--- src/rtl/msk_pkg.sv ---
// -----------------------------------------------------------------------------
// msk_pkg
//   Shared definitions for the masking front end.
//   - msk_nrnd(d, w): randomness bits consumed per word, (d-1)*w.
//   - share_lo(idx, w): low bit index of share/mask idx in a packed vector.
//   - hs_t: a valid/ready handshake pair.
// -----------------------------------------------------------------------------
package msk_pkg;

    typedef struct packed {
        logic valid;
        logic ready;
    } hs_t;

    function automatic int msk_nrnd(input int d, input int w);
        return (d - 1) * w;
    endfunction

    function automatic int share_lo(input int idx, input int w);
        return idx * w;
    endfunction

endpackage

--- src/rtl/msk_vr_slice.sv ---
// -----------------------------------------------------------------------------
// msk_vr_slice
//   One valid/ready pipeline register. The slice can take a new item whenever
//   it is empty or its current item leaves in the same cycle:
//     in_ready = ~out_valid | out_ready
//   Ports:
//     clk, rst            rising-edge clock, synchronous active-high reset
//     in_valid/in_ready   upstream handshake
//     in_data [WIDTH]     upstream payload
//     out_valid/out_ready downstream handshake
//     out_data [WIDTH]    registered payload
//   RST_DATA selects whether the payload register is cleared by rst.
// -----------------------------------------------------------------------------
module msk_vr_slice #(
    parameter int WIDTH    = 8,
    parameter bit RST_DATA = 1'b0
) (
    input  logic             clk,
    input  logic             rst,
    input  logic             in_valid,
    output logic             in_ready,
    input  logic [WIDTH-1:0] in_data,
    output logic             out_valid,
    input  logic             out_ready,
    output logic [WIDTH-1:0] out_data
);

    assign in_ready = ~out_valid | out_ready;

    // NOTE: sequential state uses non-blocking assignments so every flop
    // samples pre-edge values regardless of block evaluation order.
    always_ff @(posedge clk) begin
        if (rst) begin
            out_valid <= 1'b0;
        end else if (in_ready) begin
            out_valid <= in_valid;
        end
    end

    // NOTE: the payload is qualified by out_valid, so it only needs a reset
    // where the payload itself is an observable port value.
    always_ff @(posedge clk) begin
        if (RST_DATA && rst) begin
            out_data <= '0;
        end else if (in_valid && in_ready) begin
            out_data <= in_data;
        end
    end

endmodule

--- src/rtl/msk_share_encoder.sv ---
// -----------------------------------------------------------------------------
// msk_share_encoder
//   Turns plaintext words into d-share Boolean sharings using fresh randomness.
//   Stage A captures the word and its masks; stage B registers the shares, so
//   out_shares is driven straight from flops with no unmasked glitch path.
//   Ports:
//     clk, rst                 rising-edge clock, synchronous active-high reset
//     in_data/in_valid/in_ready plaintext word handshake
//     rnd/rnd_valid/rnd_ready  (d-1)*W fresh random bits, joined with in_*
//     out_shares/out_valid/out_ready  share i at out_shares[i*W +: W]
//     zero_rnd                 sticky all-zero-mask flag (optional)
//   Optional feature macro: MSK_ENC_ZERO_RND_DETECT_EN adds zero_rnd.
// -----------------------------------------------------------------------------
module msk_share_encoder
    import msk_pkg::*;
#(
    parameter  int d    = 2,
    parameter  int W    = 32,
    localparam int NRND = msk_nrnd(d, W)
) (
    input  logic              clk,
    input  logic              rst,
    input  logic [W-1:0]      in_data,
    input  logic              in_valid,
    output logic              in_ready,
    input  logic [NRND-1:0]   rnd,
    input  logic              rnd_valid,
    output logic              rnd_ready,
    output logic [d*W-1:0]    out_shares,
    output logic              out_valid,
    input  logic              out_ready
`ifdef MSK_ENC_ZERO_RND_DETECT_EN
    ,
    output logic              zero_rnd
`endif
);

    hs_t a_hs;   // valid: stage A holds a word, ready: stage A can take one
    hs_t b_hs;   // valid: stage B holds shares, ready: stage B can take one

    logic [W+NRND-1:0] a_q;
    (* keep = "true" *) logic [W-1:0]    x_a;
    (* keep = "true" *) logic [NRND-1:0] r_a;
    logic [d*W-1:0]    b_d;
    logic [W-1:0]      last_share;
    logic              accept;

    // Word and randomness are only ever taken together; reset blocks intake.
    assign in_ready  = a_hs.ready & ~rst;
    assign rnd_ready = in_ready;
    assign accept    = in_valid & rnd_valid & in_ready;

    msk_vr_slice #(
        .WIDTH    (W + NRND),
        .RST_DATA (1'b0)
    ) u_stage_a (
        .clk       (clk),
        .rst       (rst),
        .in_valid  (in_valid & rnd_valid & ~rst),
        .in_ready  (a_hs.ready),
        .in_data   ({rnd, in_data}),
        .out_valid (a_hs.valid),
        .out_ready (b_hs.ready),
        .out_data  (a_q)
    );

    assign x_a = a_q[W-1:0];
    assign r_a = a_q[W+NRND-1:W];

    // Recombination lives only here, feeding stage B's D input.
    // NOTE: every always_comb output gets a default first so no latch forms.
    always_comb begin
        b_d        = '0;
        last_share = x_a;
        for (int k = 0; k < d - 1; k++) begin
            b_d[share_lo(k, W) +: W] = r_a[share_lo(k, W) +: W];
            last_share               = last_share ^ r_a[share_lo(k, W) +: W];
        end
        b_d[share_lo(d - 1, W) +: W] = last_share;
    end

    msk_vr_slice #(
        .WIDTH    (d * W),
        .RST_DATA (1'b1)
    ) u_stage_b (
        .clk       (clk),
        .rst       (rst),
        .in_valid  (a_hs.valid),
        .in_ready  (b_hs.ready),
        .in_data   (b_d),
        .out_valid (b_hs.valid),
        .out_ready (out_ready),
        .out_data  (out_shares)
    );

    assign out_valid = b_hs.valid;

`ifdef MSK_ENC_ZERO_RND_DETECT_EN
    logic rnd_has_zero;

    always_comb begin
        rnd_has_zero = 1'b0;
        for (int k = 0; k < d - 1; k++) begin
            if (rnd[share_lo(k, W) +: W] == '0) begin
                rnd_has_zero = 1'b1;
            end
        end
    end

    // Health flag: sticky until reset; the word is still encoded normally.
    always_ff @(posedge clk) begin
        if (rst) begin
            zero_rnd <= 1'b0;
        end else if (accept && rnd_has_zero) begin
            zero_rnd <= 1'b1;
        end
    end
`endif

endmodule

--- config.mk ---
export PLATFORM = sky130hd
export DESIGN_NAME = msk_share_encoder
export DESIGN_NICKNAME = d
export VERILOG_FILES = /design/src/rtl/msk_pkg.sv /design/src/rtl/msk_vr_slice.sv /design/src/rtl/msk_share_encoder.sv
export SDC_FILE = /design/constraint.sdc
export NUM_CORES = 1
export LEC_CHECK = 0
export ABC_AREA = 1
export CORE_ASPECT_RATIO = 0.5
export CORE_MARGIN = 4
export CORE_UTILIZATION = 49
export DETAILED_ROUTE_END_ITERATION = 6
export PLACE_DENSITY = 0.83
export SLEW_MARGIN = 40
export SYNTH_ARGS = -nofsm -noshare
export SYNTH_HDL_FRONTEND = slang
export SYNTH_SLANG_ARGS = --single-unit
--- constraint.sdc ---
create_clock -name clk -period 3.25 [get_ports clk]
set_input_delay 0.4875 -clock clk [delete_from_list [all_inputs] [get_ports clk]]
set_output_delay 0.4875 -clock clk [all_outputs]
set_load 0.03 [all_outputs]
# --- Yosys cells after proc, flatten, opt, wreduce, memory -nomap -nowiden ---
# Index checks and enable logic that the tools add are counted.
op_classes:
  n_bitwise: 9
  reduce_logical: 2
op_table:
  columns: ["op", "count"]
  rows:
  - ["XOR 32 bit", 1]
  - ["AND 1 bit", 3]
  - ["inverter 1 bit", 3]
  - ["logical AND 1 bit", 2]
  - ["bitwise OR 1 bit", 2]
word_totals:
  output_inout_bits: 67
  wordCells: 15
  reg_bits: 130
  in_bits: 69

# --- Depth between registers and ports, before layout ---
# Gate-level depths: netlist (run 1).
depth:
  ltp_word: 4
  mapped_depth: 8
  ltp_nobuf: 6

# --- Modules after synthesis ---
# A second synthesis (run 1) with hierarchy kept.
hier_totals:
  cells_unflattened: 659
  hier_area_um2: 5486.5
modules_own_cells:
  columns: ["mod", "cells_per_inst", "area_per_inst_um2", "seq_area_each_um2", "n_inst"]
  rows:
  - ["msk_vr_slice at u_stage_b", 424, 2894.0, 1301.2, 1]
  - ["msk_vr_slice at u_stage_a", 70, 1969.4, 1941.9, 1]
  - ["msk_share_encoder", 165, 623.1, 0.0, 1]

# --- Least setup slack after synthesis (run 1) ---
# Ideal clock, no wire load.
synth_timing:
  path_kind: "in2reg"
  startpoint: "input rst"
  endpoint: "register u_stage_a.out_data[0], enable pin"
  path_buffers: 2
  stages: 5
  t_required_ns: 2.832
  setup_time_ns: 0.418
  path_slack_ns: 0.572
  arrival_ns: 2.260
  path_cell_list: "inv_1 -> buf_2 -> buf_2 -> nand4_1 -> inv_1"
synth_via:
  elab_chain_cells: 3
synth_lines:
  columns: ["item", "line", "source"]
  rows:
  - ["start: declaration", "msk_share_encoder.sv:22", "input logic rst,"]
  - ["inverter 1 bit", "msk_share_encoder.sv:59", ".in_valid (in_valid & rnd_valid & ~rst),"]
  - ["AND 1 bit", "msk_share_encoder.sv:59", null]
  - ["logical AND 1 bit", "msk_vr_slice.sv:45", "end else if (in_valid && in_ready) begin"]
  - ["end signal: assignment", "msk_vr_slice.sv:46", "out_data <= in_data;"]
  - ["end: declaration", "msk_vr_slice.sv:25", "output logic [WIDTH-1:0] out_data"]
# No other way between the ends.
# A chain may end at the register's enable or synchronous reset.

# --- Worst setup path in the final report (run 1) ---
layout_timing:
  startpoint: "input out_ready"
  endpoint: "output in_ready"
layout_via:
  elab_chain_cells: 3
layout_lines:
  columns: ["item", "line", "source"]
  rows:
  - ["start: declaration", "msk_share_encoder.sv:31", "input logic out_ready"]
  - ["bitwise OR 1 bit (2 in series)", "msk_vr_slice.sv:28", "assign in_ready = ~out_valid | out_ready;"]
  - ["AND 1 bit", "msk_share_encoder.sv:49", "assign in_ready = a_hs.ready & ~rst;"]
  - ["end: declaration", "msk_share_encoder.sv:25", "output logic in_ready,"]
# No other way between the ends.

==> results.yml, run 1 <==
outcome:
  status: "complete, no violations"
power_and_ir_drop:
  power_mw: 4.17
  irDropWorstVdd_mv: 0.396
  p_leak_nw: 3.32
  p_per_area_nw_per_um2: 578
cts:
  clock-sinks: 130
  clk_pin_slew_ns: 0.06
  cts_tree: "yes"
  cts_inserted_buffers: 17
  hold_buffers: 0
  ctsResizeCount: 0
  postCtsSetupBuffers: 0
  insertion_delay_ns: 0.41
  max-clock-path-buffers: 2
  root_buffer: "clkbuf_16"
  htree_levels: 4
placement:
  place_congestion: 0.808
  dp_slack_ns: 0.788
  io_buffers: 135
  dpl.hpwl_mm: 7.49
worst_setup_path:
  crit_top_cell: "clkdlybuf4s50_1"
  cp_top_family: "buffers and inverters"
  cp-startpoint: "out_ready"
  crit_type: "input port to output port"
  reg2reg_to: "u_stage_b.out_data[3]"
  cp-start-kind: "input port"
  worstPathMaxFanout: 3
  cp.arrival_ns: 1.97
  rrSetupSlack_ns: 1.46
  critPathRequiredTime_ns: 2.76
  critPathBufInv: 4
  critPathSlowestCell: "clkdlybuf4s50_1"
  end_kind: "output port"
  max_stage_delay_ns: 0.68
  path_depth: 6
  r2r_start: "u_stage_a.out_valid"
  path_cells: "clkdlybuf4s50_1 > inv_2 > nand3_1 > nand2_1 > inv_1 > clkdlybuf4s50_1"
  reg2regPathDepth: 6
drt:
  drt_pre_antenna_iters: 5
  vias_per_cell: 4.45
  drt-total-wl_mm: 11.5
  detail-route-antenna-nets: 0
  post_drt_wl_per_cell_um: 12.7
  initialDrtViolationCount: 270
  vias: 4024
  drc_errors: 0
layout:
  syn_to_final_growth_pct: 38.9
  final_nets: 821
  n_antenna_cell: 0
  drive_gt1_share_pct: 4.84
  most-common-layout-cells: "194 x nand2_1, 135 x clkdlybuf4s50_1, 128 x nor2_1"
  mostFrequentLayoutCell: "nand2_1"
  fin_util_pct: 70.3
synth:
  syn_area_per_cell_sq_um: 8.44
  synth_area_sq_um: 5200
  ys_types: 15
  synth-seq-cells: 130
  synthesis.nets: 685
  ys_seq_area_share_pct: 62.4
  yosysWarnings: 0
  postSynthCellCount: 616
sta:
  max_freq_mhz: 407
  finalClockSkew_ns: 0.00754
  fin_crit_sh_pct: 75.5
  worst_hold_slack_ns: 0.465
  worstMarginPinSlew_ns: 0.688
  fin_ws_ns: 0.795
  min_period_ns: 2.46
  setup_viol: 0
  slew_viol_final: 0
  rsz0062_at_grt: "false"
  tns_ns: 0
  hold_viol: 0
  slew-limit-headroom_pct: 54.2
min_path:
  hp-start: "u_stage_b.out_data[30]"
  holdPathEnd: "u_stage_b.out_data[30]"
  min_path_cells: 2
  worstHoldPathType: "register to register"
die:
  ios: 136
  rows: 26
  start_util_pct: 50.6
  die_h_um: 80.8
  core_sq_um: 10300
  die_w_um: 154
  fp.dieArea_sq_um: 12400
global_routing:
  antenna_found_initial: 0
  grt_pass1_vias: 3741
  grt_max_degree: 66
  grt_pass1_wl_mm: 17.8
  grt.overflow.total: 0
  grt_usage_pct: 18.6
flow_run:
  maxCapViolCount: 0
==> worst max path at each step <==
| stage | endpoint |
|---|---|
| floorplan | u_stage_a.out_data[0] |
| global placement | in_ready |
| detailed placement | in_ready |
| CTS | in_ready |
| global route | in_ready |
| finish | in_ready |
==> per-stage QoR <==
step | cell area (sq um) | instances
global placement | 6630 | 873
finish | 7220 | 905
CTS | 7220 | 905
floorplan | 5200 | 616
global route | 7220 | 905
detailed placement | 6630 | 873
==> kinds of logic after synthesis <==
group | Yosys count | synth area share (%)
flops | 130 | 62.4
compound gates | 2 | 0.193
buf+inv | 126 | 10.6
simple gates | 358 | 26.9
==> power by group <==
part           internal [mW]  leakage, nW  switching (mW)
registers               1.81         1.13          0.0415
logic                  0.205         1.90           0.249
clock network           1.23        0.288           0.638
==> state kept, by name (all words and copies together), names as in the netlist <==
name,cells
u_stage_b.out_valid,1
u_stage_a.out_data,64
u_stage_b.out_data,64
u_stage_a.out_valid,1
==> cell type report <==
type / count / area, sq um
flip-flops and latches: 130 / 3240
fillers: 806 / 3060
repair buffers: 142 / 1430
multi-input cells: 360 / 1410
clock buffers: 27 / 514
inverters: 101 / 379
well taps: 140 / 175
clock inverters: 5 / 73.8
==> synth_stat cells (all sizes together) <==
| master | number | area share, % |
|---|---|---|
| nand3 | 33 | 3.2 |
| clkbuf | 2 | 0.14 |
| a21oi | 2 | 0.19 |
| nand2 | 196 | 14 |
| inv | 101 | 7.3 |
| nor2 | 128 | 9.2 |
| buf | 23 | 3.1 |
| nand4 | 1 | 0.12 |
| dfxtp | 66 | 25 |
| edfxtp | 64 | 37 |
==> layer usage <==
layer  vias to the layer above  GRT usage, %  share of wire (%)
met5                         -             0                  0
met4                         0          7.22                1.5
met3                        15          5.75                4.9
met2                        83          34.6                 52
met1                      1805          20.4                 42
li1                       2121             -                  -
==> worst min-delay path, delay by kind of cell, from the launching register on <==
| family | cells | cell delay [ns] |
|---|---|---|
| DFF | 1 | 0.32 |
| and+or+nand+nor | 2 | 0.11 |
Power figures use the tool's default switching activity.
==> run 2, diff against run 1 <==
clock period = 2.4 ns   (was 3.25 ns; I/O delays follow)
==> results.yml, run 2 (synthesis results as in run 1) <==
die:
  fp.dieArea_sq_um: 12400
  start_util_pct: 50.6
  die_h_um: 80.8
  die_w_um: 154
  ios: 136
  core_sq_um: 10300
  rows: 26
placement:
  dpl.hpwl_mm: 7.80
  place_congestion: 0.854
  dp_slack_ns: 0.252
  placed_area_sq_um: 6650
  io_buffers: 135
  dp_cells: 874
global_routing:
  grt_max_degree: 66
  grt_pass1_vias: 4124
  grt_usage_pct: 19.8
  grt.overflow.total: 0
  grt_pass1_wl_mm: 19.3
  antenna_found_initial: 0
worst_setup_path:
  max_stage_delay_ns: 0.67
  crit_top_cell: "clkdlybuf4s50_1"
  worstPathMaxFanout: 3
  end_kind: "output port"
  crit_type: "input port to output port"
  cp.arrival_ns: 1.78
  cp-start-kind: "input port"
  path_cells: "clkdlybuf4s50_1 > inv_2 > nand3_1 > nand2_1 > inv_1 > clkdlybuf4s50_1"
  critPathSlowestCell: "clkdlybuf4s50_1"
  cp_top_family: "buffers and inverters"
  critPathBufInv: 4
  critPathRequiredTime_ns: 2.04
cts:
  hold_buffers: 0
  postCtsSetupBuffers: 0
  cts_inserted_buffers: 17
  root_buffer: "clkbuf_16"
  insertion_delay_ns: 0.40
  htree_levels: 4
  max-clock-path-buffers: 2
  cts_tree: "yes"
  ctsResizeCount: 0
  clk_pin_slew_ns: 0.05
  clock-sinks: 130
power_and_ir_drop:
  p_per_area_nw_per_um2: 761
  p_leak_nw: 3.30
  power_mw: 5.46
  irDropWorstVdd_mv: 0.552
min_path:
  worstHoldPathType: "register to register"
sta:
  setup_viol: 0
  worst_hold_slack_ns: 0.466
  rsz0062_at_grt: "false"
  worstMarginPinSlew_ns: 0.694
  slew-limit-headroom_pct: 53.7
  hold_viol: 0
  fin_ws_ns: 0.255
  slew_viol_final: 0
  finalClockSkew_ns: 0.0122
  max_freq_mhz: 466
  min_period_ns: 2.14
  fin_crit_sh_pct: 89.4
  tns_ns: 0
outcome:
  status: "complete, no violations"
drt:
  vias_per_cell: 4.58
  drt-total-wl_mm: 12.1
  post_drt_wl_per_cell_um: 13.4
  vias: 4150
  initialDrtViolationCount: 158
  drt_pre_antenna_iters: 5
  drc_errors: 0
  detail-route-antenna-nets: 0
layout:
  reg.largest.list: "u_stage_a.out_data: 64 flops, u_stage_b.out_data: 64 flops"
  fin_area_sq_um: 7180
  syn_to_final_growth_pct: 38.1
  mostFrequentLayoutCell: "nand2_1"
  n_antenna_cell: 0
  num-fill-cells: 794
  most-common-layout-cells: "194 x nand2_1, 135 x clkdlybuf4s50_1, 128 x nor2_1"
  final_nets: 822
  final_cells: 906
  fin_util_pct: 69.8
  drive_gt1_share_pct: 4.96
flow_run:
  maxCapViolCount: 0
==> run 2: layout make-up <==
cell class              count  area, sq um  area share, %
repair buffers            143         1440           20.0
clock buffers              25          475           6.62
flip-flops and latches    130         3240           45.2
inverters                 101          383           5.33
well taps                 140          175           2.44
clock inverters             7         58.8          0.819
multi-input cells         360         1410           19.6
==> run 2: report_power, final <==
group | total, mW | switching (mW) | internal [mW]
combinational | 0.621 | 0.342 | 0.279
sequential | 2.51 | 0.0590 | 2.45
clock | 2.33 | 0.866 | 1.47
==> run 2: worst reg2reg max path, stage by stage, from the launching register on <==
cell     delay, ns
dfxtp_1       0.31
buf_4         0.27
nand2_2       0.14
buf_4         0.58
nand2_1       0.17
nand2_1       0.11
nor2_1        0.05
==> run 2: final timing paths <==
kind                              start                endpoint  slack (ns)  cells after the start
setup / recovery              out_ready               rnd_ready        0.26                      6
hold / removal    u_stage_b.out_data[3]   u_stage_b.out_data[3]        0.47                      2
hold reg to reg   u_stage_b.out_data[3]   u_stage_b.out_data[3]        0.47                      2
setup reg to reg    u_stage_a.out_valid  u_stage_b.out_data[63]        0.67                      6
==> run 2: routing by layer <==
layer	track usage (%)	up-vias	wire length, um
met2	37.5	114	6310
met4	8.02	0	187
met1	22.2	1901	5030
li1	-	2120	-
met5	0	-	0
met3	4.15	15	572
==> run 3, diff against run 2 <==
CORE_ASPECT_RATIO = 1.25   (was 0.5)
clock period = 2.31 ns   (was 2.4 ns; I/O delays follow)
==> results.yml, run 3 (synthesis results as in run 1) <==
outcome:
  status: "complete, no violations"
sta:
  tns_ns: 0
  worstMarginPinSlew_ns: 0.483
  slew-limit-headroom_pct: 67.8
  max_freq_mhz: 452
  fin_crit_sh_pct: 95.8
  worst_hold_slack_ns: 0.469
  slew_viol_final: 0
  min_period_ns: 2.21
  finalClockSkew_ns: 0.00854
  hold_viol: 0
  rsz0062_at_grt: "false"
  setup_viol: 0
layout:
  syn_to_final_growth_pct: 38.9
  most-common-layout-cells: "194 x nand2_1, 135 x clkdlybuf4s50_1, 128 x nor2_1"
  reg.largest.list: "u_stage_a.out_data: 64 flops, u_stage_b.out_data: 64 flops"
  mostFrequentLayoutCell: "nand2_1"
  final_nets: 826
  n_antenna_cell: 0
  drive_gt1_share_pct: 5.58
  num-fill-cells: 766
power_and_ir_drop:
  p_leak_nw: 3.33
  p_per_area_nw_per_um2: 789
  irDropWorstVdd_mv: 0.591
  p_sw_share_pct: 23.2
  p_switching_mw: 1.32
  seq_power_share_pct: 45.8
  pwr-share-comb_pct: 11.5
  intPower_mw: 4.38
  clkPwrFrac_pct: 42.8
drt:
  drt_pre_antenna_iters: 6
  detail-route-antenna-nets: 0
  drt-total-wl_mm: 12.5
  post_drt_wl_per_cell_um: 13.9
  vias_per_cell: 4.72
  initialDrtViolationCount: 182
  drc_errors: 0
  vias: 4241
placement:
  place_congestion: 0.807
  dpl.hpwl_mm: 8.66
  io_buffers: 135
global_routing:
  grt_pass1_vias: 4372
  grt.overflow.total: 0
  grt_max_degree: 46
  grt_pass1_wl_mm: 19.7
  antenna_found_initial: 0
  grt_usage_pct: 20.9
worst_setup_path:
  critPathRequiredTime_ns: 1.96
  worstPathMaxFanout: 3
  crit_type: "input port to output port"
  cp.arrival_ns: 1.87
  cp-start-kind: "input port"
  end_kind: "output port"
  rrSetupSlack_ns: 0.70
cts:
  root_buffer: "clkbuf_16"
  htree_levels: 4
  clock-sinks: 130
  clk_pin_slew_ns: 0.05
  cts_inserted_buffers: 17
  cts_tree: "yes"
  postCtsSetupBuffers: 0
  insertion_delay_ns: 0.41
  hold_buffers: 0
  max-clock-path-buffers: 2
  ctsResizeCount: 0
die:
  die_h_um: 123
  ios: 136
  start_util_pct: 50.7
  die_w_um: 100
  rows: 41
  core_sq_um: 10300
  fp.dieArea_sq_um: 12300
min_path:
  worstHoldPathType: "register to register"
flow_run:
  maxCapViolCount: 0
-- run 3: cell types whose count changed in the layout (fill, tap and decap cells not counted), sizes merged --
| cell | change |
|---|---|
| buf | +4 |
| clkinv | -1 |
| clkbuf | +2 |
| bufinv | -1 |
-- run 3: worst max-delay path, stage by stage --
cell and delay, ns:
clkdlybuf4s50_1 0.51, inv_2 0.07, nand3_1 0.11, nand2_1 0.06, inv_1 0.08, clkdlybuf4s50_1 0.68
-- run 3: stage by stage --
stage	instances	utilization [%]	power, mW	worst slack (ns)	cell area [sq um]
finish	899	70.4	5.70	0.0971	7220
global route	899	70.4	5.91	0.0425	7220
CTS	899	70.4	5.73	0.0906	7220
detailed placement	867	65.0	3.30	0.0984	6670
global placement	867	65.0	3.28	0.0890	6670
floorplan	616	-	2.99	0.127	5200
-- run 3: worst paths after layout --
check | end | start | depth (start not counted)
hold reg to reg | u_stage_b.out_data[9] | u_stage_b.out_data[9] | 2
setup / recovery | in_ready | out_ready | 6
hold / removal | u_stage_b.out_data[9] | u_stage_b.out_data[9] | 2
setup reg to reg | u_stage_b.out_data[0] | u_stage_a.out_valid | 6
-- run 3: layout make-up --
type | count | area [sq um] | area share [%]
Inverter | 101 | 383 | 5.30
Sequential cell | 130 | 3240 | 44.9
Clock buffer | 27 | 524 | 7.26
Clock inverter | 5 | 23.8 | 0.329
Multi-Input combinational cell | 360 | 1410 | 19.5
Tap cell | 129 | 161 | 2.23
Timing Repair Buffer | 147 | 1480 | 20.5
-- run 3: metal layers --
layer	vias up	share of wire (%)	track usage, %
met5	-	0	0
met1	1953	37	21.1
li1	2131	-	-
met4	0	2.3	10.3
met2	135	56	38.7
met3	22	5.4	6.21
-- run 3: power groups by stage --
stage	Sequential, mW	Combinational, mW	Clock, mW
detailed placement	2.65	0.652	0
floorplan	2.76	0.232	0
global placement	2.64	0.632	0
finish	2.61	0.653	2.44
CTS	2.61	0.658	2.47
global route	2.62	0.712	2.58
